$ cat config.mk
export PLATFORM = sky130hd
export DESIGN_NAME = apb_cmd_master
export DESIGN_NICKNAME = d
export VERILOG_FILES = /design/src/rtl/apb_uart_pkg.sv /design/src/rtl/apb_cmd_fifo.sv /design/src/rtl/apb_cmd_master.sv
export SDC_FILE = /design/constraint.sdc
export NUM_CORES = 1
export LEC_CHECK = 0
export BUFFER_PORTS_ARGS = -buffer_cell sky130_fd_sc_hd__buf_2
export CAP_MARGIN = 20
export CORE_MARGIN = 4
export CORE_UTILIZATION = 45
export DETAILED_ROUTE_END_ITERATION = 6
export PLACE_DENSITY_LB_ADDON = 0.1
export REMOVE_ABC_BUFFERS = 1
export SKIP_LAST_GASP = 1
export SLEW_MARGIN = 25
export SYNTH_ARGS = -nofsm -noshare
export SYNTH_HDL_FRONTEND = slang
export SYNTH_HIERARCHICAL = 1
export SYNTH_SLANG_ARGS = --single-unit
$ cat constraint.sdc
create_clock -name PCLK -period 2.55 [get_ports PCLK]
set_clock_uncertainty 0.05 [all_clocks]
set_input_delay 0.51 -clock PCLK [delete_from_list [all_inputs] [get_ports PCLK]]
set_output_delay 0.51 -clock PCLK [all_outputs]
set_load 0.1 [all_outputs]
$ cat src/rtl/apb_uart_pkg.sv
// Shared definitions for the APB command master and the UART register map it drives.
// Command widths here set the default bus widths of apb_cmd_master.
package apb_uart_pkg;

    localparam int APB_ADDR_W = 10;
    localparam int APB_DATA_W = 32;

    localparam logic [APB_ADDR_W-1:0] UART_DATA   = 10'h000;
    localparam logic [APB_ADDR_W-1:0] UART_STATUS = 10'h001;
    localparam logic [APB_ADDR_W-1:0] UART_CTRL   = 10'h002;
    localparam logic [APB_ADDR_W-1:0] UART_INT    = 10'h003;
    localparam logic [APB_ADDR_W-1:0] UART_BAUD   = 10'h004;
    localparam logic [APB_ADDR_W-1:0] UART_PARITY = 10'h005;

    typedef enum logic [1:0] {
        IDLE,
        SETUP,
        ACCESS
    } apb_state_t;

    typedef struct packed {
        logic                  write;
        logic [APB_ADDR_W-1:0] addr;
        logic [APB_DATA_W-1:0] wdata;
    } apb_cmd_t;

endpackage

$ cat src/rtl/apb_cmd_fifo.sv
// Command FIFO with count-based full/empty; a push into a full FIFO is dropped even
// when a pop happens on the same edge.
module apb_cmd_fifo
    import apb_uart_pkg::*;
#(
    parameter int DEPTH = 4
) (
    input  logic     i_clk,
    input  logic     i_rst,
    input  logic     i_push,
    input  apb_cmd_t i_data,
    input  logic     i_pop,
    output apb_cmd_t o_data,
    output logic     o_full,
    output logic     o_empty
);
    localparam int PTR_W = (DEPTH > 1) ? $clog2(DEPTH) : 1;
    localparam int CNT_W = $clog2(DEPTH + 1);

    apb_cmd_t         r_mem [DEPTH];
    logic [PTR_W-1:0] r_wr_ptr;
    logic [PTR_W-1:0] r_rd_ptr;
    logic [CNT_W-1:0] r_count;
    logic             w_push;
    logic             w_pop;

    assign o_full  = (r_count == CNT_W'(DEPTH));
    assign o_empty = (r_count == '0);
    assign w_push  = i_push && !o_full;
    assign w_pop   = i_pop && !o_empty;
    assign o_data  = r_mem[r_rd_ptr];

    // Pointers wrap naturally because DEPTH is a power of two.
    always_ff @(posedge i_clk) begin
        if (i_rst) begin
            r_wr_ptr <= '0;
            r_rd_ptr <= '0;
            r_count  <= '0;
        end else begin
            if (w_push) r_wr_ptr <= r_wr_ptr + 1'b1;
            if (w_pop)  r_rd_ptr <= r_rd_ptr + 1'b1;
            if (w_push && !w_pop)      r_count <= r_count + 1'b1;
            else if (!w_push && w_pop) r_count <= r_count - 1'b1;
        end
    end

    always_ff @(posedge i_clk) begin
        if (w_push) r_mem[r_wr_ptr] <= i_data;
    end

endmodule

$ cat src/rtl/apb_cmd_master.sv
// Command-driven APB3 master: queued read/write commands become SETUP/ACCESS transfers,
// each answered by one held response carrying read data, slave error or timeout.
module apb_cmd_master
    import apb_uart_pkg::*;
#(
    parameter int ADDR_W     = APB_ADDR_W,
    parameter int DATA_W     = APB_DATA_W,
    parameter int FIFO_DEPTH = 4,
    parameter int TIMEOUT    = 16
) (
    input  logic              PCLK,
    input  logic              PRESET,
    input  logic              cmd_valid,
    output logic              cmd_ready,
    input  logic              cmd_write,
    input  logic [ADDR_W-1:0] cmd_addr,
    input  logic [DATA_W-1:0] cmd_wdata,
    output logic              rsp_valid,
    input  logic              rsp_ready,
    output logic [DATA_W-1:0] rsp_rdata,
    output logic              rsp_err,
    output logic              rsp_timeout,
    output logic              PSEL,
    output logic              PENABLE,
    output logic              PWRITE,
    output logic [ADDR_W-1:0] PADDR,
    output logic [DATA_W-1:0] PWDATA,
    input  logic [DATA_W-1:0] PRDATA,
    input  logic              PREADY,
    input  logic              PSLVERR
);
    localparam int                WAIT_W    = (TIMEOUT > 0) ? $clog2(TIMEOUT + 1) : 1;
    localparam logic [WAIT_W-1:0] WAIT_LAST = WAIT_W'((TIMEOUT > 0) ? TIMEOUT - 1 : 0);

    apb_state_t        r_state;
    logic [WAIT_W-1:0] r_wait;
    apb_cmd_t          w_cmd;
    apb_cmd_t          w_head;
    logic              w_full;
    logic              w_empty;
    logic              w_pop;
    logic [DATA_W-1:0] w_head_wdata;

    assign w_cmd.write = cmd_write;
    assign w_cmd.addr  = cmd_addr;
    assign w_cmd.wdata = cmd_wdata;
    assign cmd_ready   = !w_full;

    // A new transfer starts only when the response slot is free or being freed this edge.
    assign w_pop = !w_empty && (!rsp_valid || rsp_ready) &&
                   ((r_state == IDLE) || ((r_state == ACCESS) && PREADY));
    assign w_head_wdata = w_head.write ? w_head.wdata : '0;

    apb_cmd_fifo #(
        .DEPTH(FIFO_DEPTH)
    ) u_fifo (
        .i_clk  (PCLK),
        .i_rst  (PRESET),
        .i_push (cmd_valid),
        .i_data (w_cmd),
        .i_pop  (w_pop),
        .o_data (w_head),
        .o_full (w_full),
        .o_empty(w_empty)
    );

    always_ff @(posedge PCLK) begin
        if (PRESET) begin
            r_state     <= IDLE;
            r_wait      <= '0;
            PSEL        <= 1'b0;
            PENABLE     <= 1'b0;
            PWRITE      <= 1'b0;
            PADDR       <= '0;
            PWDATA      <= '0;
            rsp_valid   <= 1'b0;
            rsp_rdata   <= '0;
            rsp_err     <= 1'b0;
            rsp_timeout <= 1'b0;
        end else begin
            if (rsp_valid && rsp_ready) rsp_valid <= 1'b0;
            case (r_state)
                IDLE: begin
                    if (w_pop) begin
                        r_state <= SETUP;
                        PSEL    <= 1'b1;
                        PWRITE  <= w_head.write;
                        PADDR   <= w_head.addr;
                        PWDATA  <= w_head_wdata;
                    end
                end
                SETUP: begin
                    r_state <= ACCESS;
                    PENABLE <= 1'b1;
                end
                ACCESS: begin
                    if (PREADY) begin
                        rsp_valid   <= 1'b1;
                        rsp_rdata   <= PWRITE ? '0 : PRDATA;
                        rsp_err     <= PSLVERR;
                        rsp_timeout <= 1'b0;
                        r_wait      <= '0;
                        PENABLE     <= 1'b0;
                        if (w_pop) begin
                            r_state <= SETUP;
                            PWRITE  <= w_head.write;
                            PADDR   <= w_head.addr;
                            PWDATA  <= w_head_wdata;
                        end else begin
                            r_state <= IDLE;
                            PSEL    <= 1'b0;
                        end
                    end else if ((TIMEOUT != 0) && (r_wait == WAIT_LAST)) begin
                        r_state     <= IDLE;
                        PSEL        <= 1'b0;
                        PENABLE     <= 1'b0;
                        rsp_valid   <= 1'b1;
                        rsp_rdata   <= '0;
                        rsp_err     <= 1'b1;
                        rsp_timeout <= 1'b1;
                        r_wait      <= '0;
                    end else if (r_wait != '1) begin
                        r_wait <= r_wait + 1'b1;
                    end
                end
                default: r_state <= IDLE;
            endcase
        end
    end

endmodule

# [Word-level counts from Yosys, hierarchy flattened]
# Memories as Yosys holds them, arrays and structs flattened. A register that Yosys moved wholly into a read port is not among the register bits.
# Cells that the tools add are included.
[word_totals] latchBits=0 in_bits=81 rom_bits=0 wordCells=98 ramBits=172 memories=1 out_inout_bits=81 regBits=94
[memory_table] memory="u_fifo.r_mem" depth=4 word_bits=43 read_ports=1 rd_clocked_by_memory_dff=1 wr=1 line_no="apb_cmd_fifo.sv:20" rtl="apb_cmd_t r_mem [DEPTH];"
[op_classes] bitwise_logic=0 n_eq_ne=9 multipliers=0 div=0 shift=0 addsub=5 n_reduce_logical=28 order_cmp=0 mux=41
[op_table] operator="$mux W32" count=6
[op_table] operator="$pmux W32 S2" count=1
[op_table] operator="$mux W10" count=2
[op_table] operator="$pmux W10 S2" count=1
[op_table] operator="$mux W1" count=17
[op_table] operator="$mux W5" count=3
[op_table] operator="$mux W2" count=5
[op_table] operator="$reduce_and A2 Y1" count=5
[op_table] operator="$logic_and A1 B1 Y1" count=8
[op_table] operator="$reduce_bool A2 Y1" count=4
[op_table] operator="$mux W3" count=2
[op_table] operator="$pmux W1 S2" count=3
[op_table] operator="$pmux W2 S3" count=1
[op_table] operator="$add A5 B1 Y5 const B" count=1
[op_table] operator="$eq A5 B4 Y1 const B" count=1
[op_table] operator="$logic_not A1 Y1" count=5
[op_table] operator="$ne A5 B5 Y1 const B" count=1
[op_table] operator="$add A2 B1 Y2 const B" count=2
[op_table] operator="$reduce_and A4 Y1" count=1
[op_table] operator="$add A3 B1 Y3 const B" count=1
[op_table] operator="$eq A3 B3 Y1 const B" count=1
[op_table] operator="$logic_not A3 Y1" count=1
[op_table] operator="$ne A3 B2 Y1 const B" count=1
[op_table] operator="$ne A3 B3 Y1 const B" count=1
[op_table] operator="8 further kinds" count=9

# [Longest topological paths before layout]
[depth] word_depth=8 mapped_depth=12 ltp_nobuf=11

# [Cells and area by module]
# Netlist, hierarchy kept.
[modules_own_cells] mod="apb_cmd_fifo" cells_each=273 n_inst=1 seq_area_each_um2=5345.1 area_per_inst_um2=6718.9
[modules_own_cells] mod="apb_cmd_master" cells_each=340 n_inst=1 seq_area_each_um2=1741.7 area_per_inst_um2=3228.1

# [Worst setup path before layout]
# Ideal clock, no wire load.
[synth_timing] path_type="register to register" from="register rsp_valid" to="register u_fifo.r_count[2]" path_stages_with_launch=10 required_ps=2430 t_arrival_ps=2692 setup_time_ps=70 period_less_slack_ps=2812 path_buffers=0 setup_slack_ps=-262 cell_sequence="dfxtp_1 -> and2b_1 -> nor3_1 -> o31ai_2 -> ha_1 -> inv_1 -> fa_1 -> xor2_1 -> or3_1 -> a21oi_1"
[synth_via] elab_chain_cells=8 elab_cells_between_ends=10 classes_between="1 x mux; 9 x reduce/logical"
[synth_lines] item="start, declared" line_no="apb_cmd_master.sv:18" rtl="output logic rsp_valid,"
[synth_lines] item="start signal, assigned" line_no="apb_cmd_master.sv:76" rtl="rsp_valid <= 1'b0;"
[synth_lines] item="start signal, assigned" line_no="apb_cmd_master.sv:81" rtl="if (rsp_valid && rsp_ready) rsp_valid <= 1'b0;"
[synth_lines] item="start signal, assigned" line_no="apb_cmd_master.sv:98" rtl="rsp_valid <= 1'b1;"
[synth_lines] item="$logic_not A1 Y1 *" line_no="apb_cmd_master.sv:50" rtl="assign w_pop = !w_empty && (!rsp_valid || rsp_ready) &&"
[synth_lines] item="$logic_or A1 B1 Y1 *" line_no="apb_cmd_master.sv:50"
[synth_lines] item="$logic_and A1 B1 Y1 * (2 in a row)" line_no="apb_cmd_master.sv:50"
[synth_lines] item="named net w_pop" line_no="apb_cmd_master.sv:41" rtl="logic w_pop;"
[synth_lines] item="$logic_and A1 B1 Y1 *" line_no="apb_cmd_fifo.sv:30" rtl="assign w_pop = i_pop && !o_empty;"
[synth_lines] item="$logic_not A1 Y1" line_no="apb_cmd_fifo.sv:42" rtl="if (w_push && !w_pop) r_count <= r_count + 1'b1;"
[synth_lines] item="$logic_and A1 B1 Y1" line_no="apb_cmd_fifo.sv:42"
[synth_lines] item="$mux W3 or $reduce_bool A2 Y1 (tied branches)"
[synth_lines] item="end signal, assigned" line_no="apb_cmd_fifo.sv:42"
[synth_lines] item="end signal, assigned" line_no="apb_cmd_fifo.sv:43" rtl="else if (!w_push && w_pop) r_count <= r_count - 1'b1;"
[synth_lines] item="end, declared" line_no="apb_cmd_fifo.sv:23" rtl="logic [CNT_W-1:0] r_count;"
# The timed path passes the listed nets; every way through them passes the cells marked *.
# A chain may end at the register's enable or synchronous reset.

# [Worst setup path in the final report]
[layout_timing] from="register r_state[0]" to="register u_fifo.r_count[2]"
[layout_via] elab_chain_cells=8 elab_cells_between_ends=11 classes_between="1 x eq/ne; 1 x mux; 9 x reduce/logical"
[layout_lines] item="start, declared" line_no="apb_cmd_master.sv:35" rtl="apb_state_t r_state;"
[layout_lines] item="start signal, assigned" line_no="apb_cmd_master.sv:69" rtl="r_state <= IDLE;"
[layout_lines] item="start signal, assigned" line_no="apb_cmd_master.sv:85" rtl="r_state <= SETUP;"
[layout_lines] item="start signal, assigned" line_no="apb_cmd_master.sv:93" rtl="r_state <= ACCESS;"
[layout_lines] item="$eq A2 B2 Y1" line_no="apb_cmd_master.sv:51" rtl="((r_state == IDLE) || ((r_state == ACCESS) && PREADY));"
[layout_lines] item="$logic_and A1 B1 Y1" line_no="apb_cmd_master.sv:51"
[layout_lines] item="$logic_or A1 B1 Y1 *" line_no="apb_cmd_master.sv:51"
[layout_lines] item="$logic_and A1 B1 Y1 *" line_no="apb_cmd_master.sv:50"
[layout_lines] item="named net w_pop" line_no="apb_cmd_master.sv:41"
[layout_lines] item="$logic_and A1 B1 Y1 *" line_no="apb_cmd_fifo.sv:30"
[layout_lines] item="$logic_not A1 Y1" line_no="apb_cmd_fifo.sv:42"
[layout_lines] item="$logic_and A1 B1 Y1" line_no="apb_cmd_fifo.sv:42"
[layout_lines] item="$mux W3 or $reduce_bool A2 Y1 (tied branches)"
# Marks and branches as above.

==> summary.txt <==
Timing
  – F_max: 0.4144 GHz
  – Slew headroom: 0.4192
  – Final hold slack: roughly 0.13 ns
  – Slew @ Worst Pin: slightly below 0.9 ns
  – Final Cycle Share: 0.9464
  – Final Hold Viols: 0
  – Setup TNS Final: 0 ns
  – Setup ws final: around 0.14 ns
  – RSZ-0062 raised after global routing: false
  – Slew Viols, Final: 0
  – Final setup fails: 0
  – Minimum clock period: 2.413 ns

Global routing
  – First-pass GRT wire length: around 34000 µm
  – Vias in the first global route: between 6000 and 7000
  – Pin count of the biggest net entering global routing: 43
  – Initial antenna violation count: 5
  – Total grt overflow: 0
  – GRT Util Overall: 0.1760

Clocking
  – Clock tree buffer depth: 3
  – CTS H-Tree Depth: 1
  – Clock root cell: clkbuf_16
  – CTS Hold Bufs: 0
  – Skew-Pair Late Insertion Delay: 0.54 ns
  – Clock-pin transition on the worst setup and hold timing paths: ~0.06 ns
  – CTS buffer count: 29
  – Clock tree sinks: about 270
  – TritonCTS clock tree: done

Floorplanning
  – Initial core utilization: 0.4572
  – Total core area: 21760 µm²
  – Die Footprint: 24550 µm²
  – Die span in y: 156.7 µm
  – Row count: 54
  – Die width: around 160 µm
  – Io pins: 162

Synthesis
  – Post-Syn Instances: 613
  – Sequential fraction of the synthesis area: 0.7125
  – Cell Area, Synth: about 10000 µm²
  – Unique masters post-synth: 53
  – Main flop type after synthesis: edfxtp_1
  – Yosys reg bits: 268
  – Avg Synthesized Cell Area: 16.23 µm²
  – EDFF count, synth: 172
  – Post-synth ARST share: 0
  – Ys Warns: 6

Layout
  – Final Util: 0.5502
  – Diodes inserted: 0
  – Multi-input logic area: 2544 µm²
  – FF/Latch Area: a little over 7000 µm²
  – Nets@finish: 883
  – Layout cells sized above 1: 0.3600
  – Cell area after layout: 11970 µm²
  – FILL cells: roughly 1800
  – Area grow syn2layout: 20.34%

Worst setup path
  – R2R cell count: 11
  – Crit Path Class: reg -> reg
  – Worst setup SP type: flip-flop
  – Reg2reg end: u_fifo/r_count[2]$_SDFFE_PP0P_
  – CP Max Fanout: 3
  – Req. time, crit path: 2.95 ns
  – Critical Path AT: 2.82 ns
  – Reg2Reg Setup Slack: 0.14 ns
  – RR Startpoint: r_state[0]$_SDFFE_PP0P_
  – CP endpoint kind: flip-flop

Worst hold path
  – Hold_sp: PRDATA[30]
  – Hold Crit Depth: 2
  – Hold Path Sink: rsp_rdata[30]$_SDFFE_PP0P_
  – Hold WC Path Type: in -> reg

Placed design
  – GP Congestion: 0.7984
  – Dpl hpwl: 13620 µm
  – Dpl ws: approximately 0.082 ns
  – Post-DP Area: about 11000 µm²
  – I/O Buffers: 161

Drt
  – Drt total wl: 21870 µm
  – DR pass1 iterations: 4
  – Vias per inst: 5.356
  – Initial DRC Count: just over 300
  – WL per Instance: approximately 20 µm
  – Remaining antenna violation count: 0
  – Drt drc: 0
  – Via count: a little under 6000

Job
  – # Max-Cap Violations: 0

Power
  – Worst VDD drop: around 0.00092 V
  – Leakage: 4.441 nW
  – PD cells: 1194 nW/µm²

Outcome
  – Status: completed
==> per-layer routing <==
layer	GRT usage	wire length (µm)
met5	0	72
met3	0.03706	1091
met1	0.2261	9021
met4	0.03967	386
met2	0.3089	11300
==> worst max path at each step <==
| stage | from | slack, ns | to |
|---|---|---|---|
| floorplan | flip-flop | -0.58 | PWDATA[0]$_SDFFE_PP0P_ |
| global placement | rsp_ready | 0.20 | u_fifo/r_count[2]$_SDFFE_PP0P_ |
| detailed placement | r_state[0]$_SDFFE_PP0P_ | 0.08 | u_fifo/r_count[2]$_SDFFE_PP0P_ |
| CTS | r_state[0]$_SDFFE_PP0P_ | 0.07 | u_fifo/r_count[2]$_SDFFE_PP0P_ |
| global route | r_state[0]$_SDFFE_PP0P_ | 0.001 | u_fifo/r_count[2]$_SDFFE_PP0P_ |
| finish | r_state[0]$_SDFFE_PP0P_ | 0.14 | u_fifo/r_count[2]$_SDFFE_PP0P_ |
==> report_power, final <==
part,internal [mW],total [mW],switching [mW]
sequential,5.22,5.53,0.314
clock,2.26,3.86,1.60
combinational,1.28,4.89,3.61
total,8.76,14.3,5.53
==> critical path: stages, from the launching register on <==
cell and delay, ns:
dfxtp_1 0.36, inv_1 0.09, ha_1 0.22, a21oi_1 0.14, nor3_1 0.08, o31ai_2 0.10
ha_2 0.26, inv_1 0.05, fa_1 0.37, xor2_1 0.16, or3_1 0.32, a21oi_1 0.15
==> flip-flops by register name, indices dropped and copies added (netlist names), named ones only <==
signal           flops
u_fifo/r_wr_ptr      2
r_wait               5
PSEL                 1
r_state              2
PWDATA              32
PADDR               10
u_fifo/r_count       3
PWRITE               1
PENABLE              1
rsp_valid            1
rsp_timeout          1
u_fifo/r_mem       172
rsp_err              1
u_fifo/r_rd_ptr      2
rsp_rdata           32
==> Yosys cell counts (3+ instances only) <==
cell	number	share of area
ha_1	10	0.013
clkbuf_1	10	0.0038
dfxtp_1	96	0.19
mux4_2	43	0.097
a21oi_1	49	0.025
nand2b_1	3	0.0019
a22o_1	32	0.028
buf_12	4	0.0081
nor3_1	6	0.0030
nor2_1	15	0.0057
o21ai_0	3	0.0015
buf_6	8	0.0091
nand3_1	33	0.017
edfxtp_1	172	0.52
xor2_1	4	0.0035
and2_1	5	0.0031
inv_1	8	0.0030
nand2_1	57	0.022
buf_2	13	0.0065
==> repair_timing <==
item,CTS,global route
resized for setup,0,2
buffers inserted,0,1
setup endpoints to repair,0,1
==> metrics by stage <==
step	cells	power, mW
floorplan	575	9.234
CTS	1093	14.43
global route	1094	14.98
detailed placement	1039	10.56
finish	1094	14.29
global placement	1039	10.48
==> cell type report <==
| cell class | instances | area share |
|---|---|---|
| sequential | 268 | 0.5925 |
| clock inverter | 9 | 0.004495 |
| timing repair buffer | 185 | 0.08864 |
| inverter | 8 | 0.002509 |
| clock buffer | 45 | 0.07014 |
| tap | 280 | 0.02927 |
| multi-input combinational | 299 | 0.2125 |
==> cell families (layout without fill, tap and decap cells) <==
kind of cell	after synthesis	count (layout)	synth area share
multiplexers	45	45	0.09937
AO/OA/AOI/OAI	103	103	0.07069
AND/OR/NAND/NOR	136	136	0.06591
adder cells (fa/ha/maj)	11	11	0.01459
XOR/XNOR	4	4	0.003522
flip-flops	268	268	0.7125
buffers and inverters	46	247	0.03346
==> cells in the final DEF (no fill, tap or decap), types with 2 or more instances in the layout <==
cell,Yosys,final
buf_12,4,6
clkinv_2,0,6
nor2b_1,2,2
xor2_1,4,4
edfxtp_1,172,172
nor3_1,6,5
mux2i_1,2,2
o31ai_1,2,2
a21oi_1,49,49
or3_1,2,2
o21ai_1,2,2
buf_2,13,161
and2_2,0,4
ha_1,10,8
mux4_2,43,43
nand3_1,33,33
nor2_1,15,15
ha_2,0,2
a211oi_1,2,2
a31oi_1,2,2
inv_1,8,8
clkbuf_1,10,10
clkbuf_16,0,29
buf_4,2,18
dfxtp_1,96,94
clkbuf_8,0,5
nand2_1,57,57
o21ai_0,3,3
nand2b_1,3,3
a22o_1,32,32
Power figures use the tool's default switching activity.
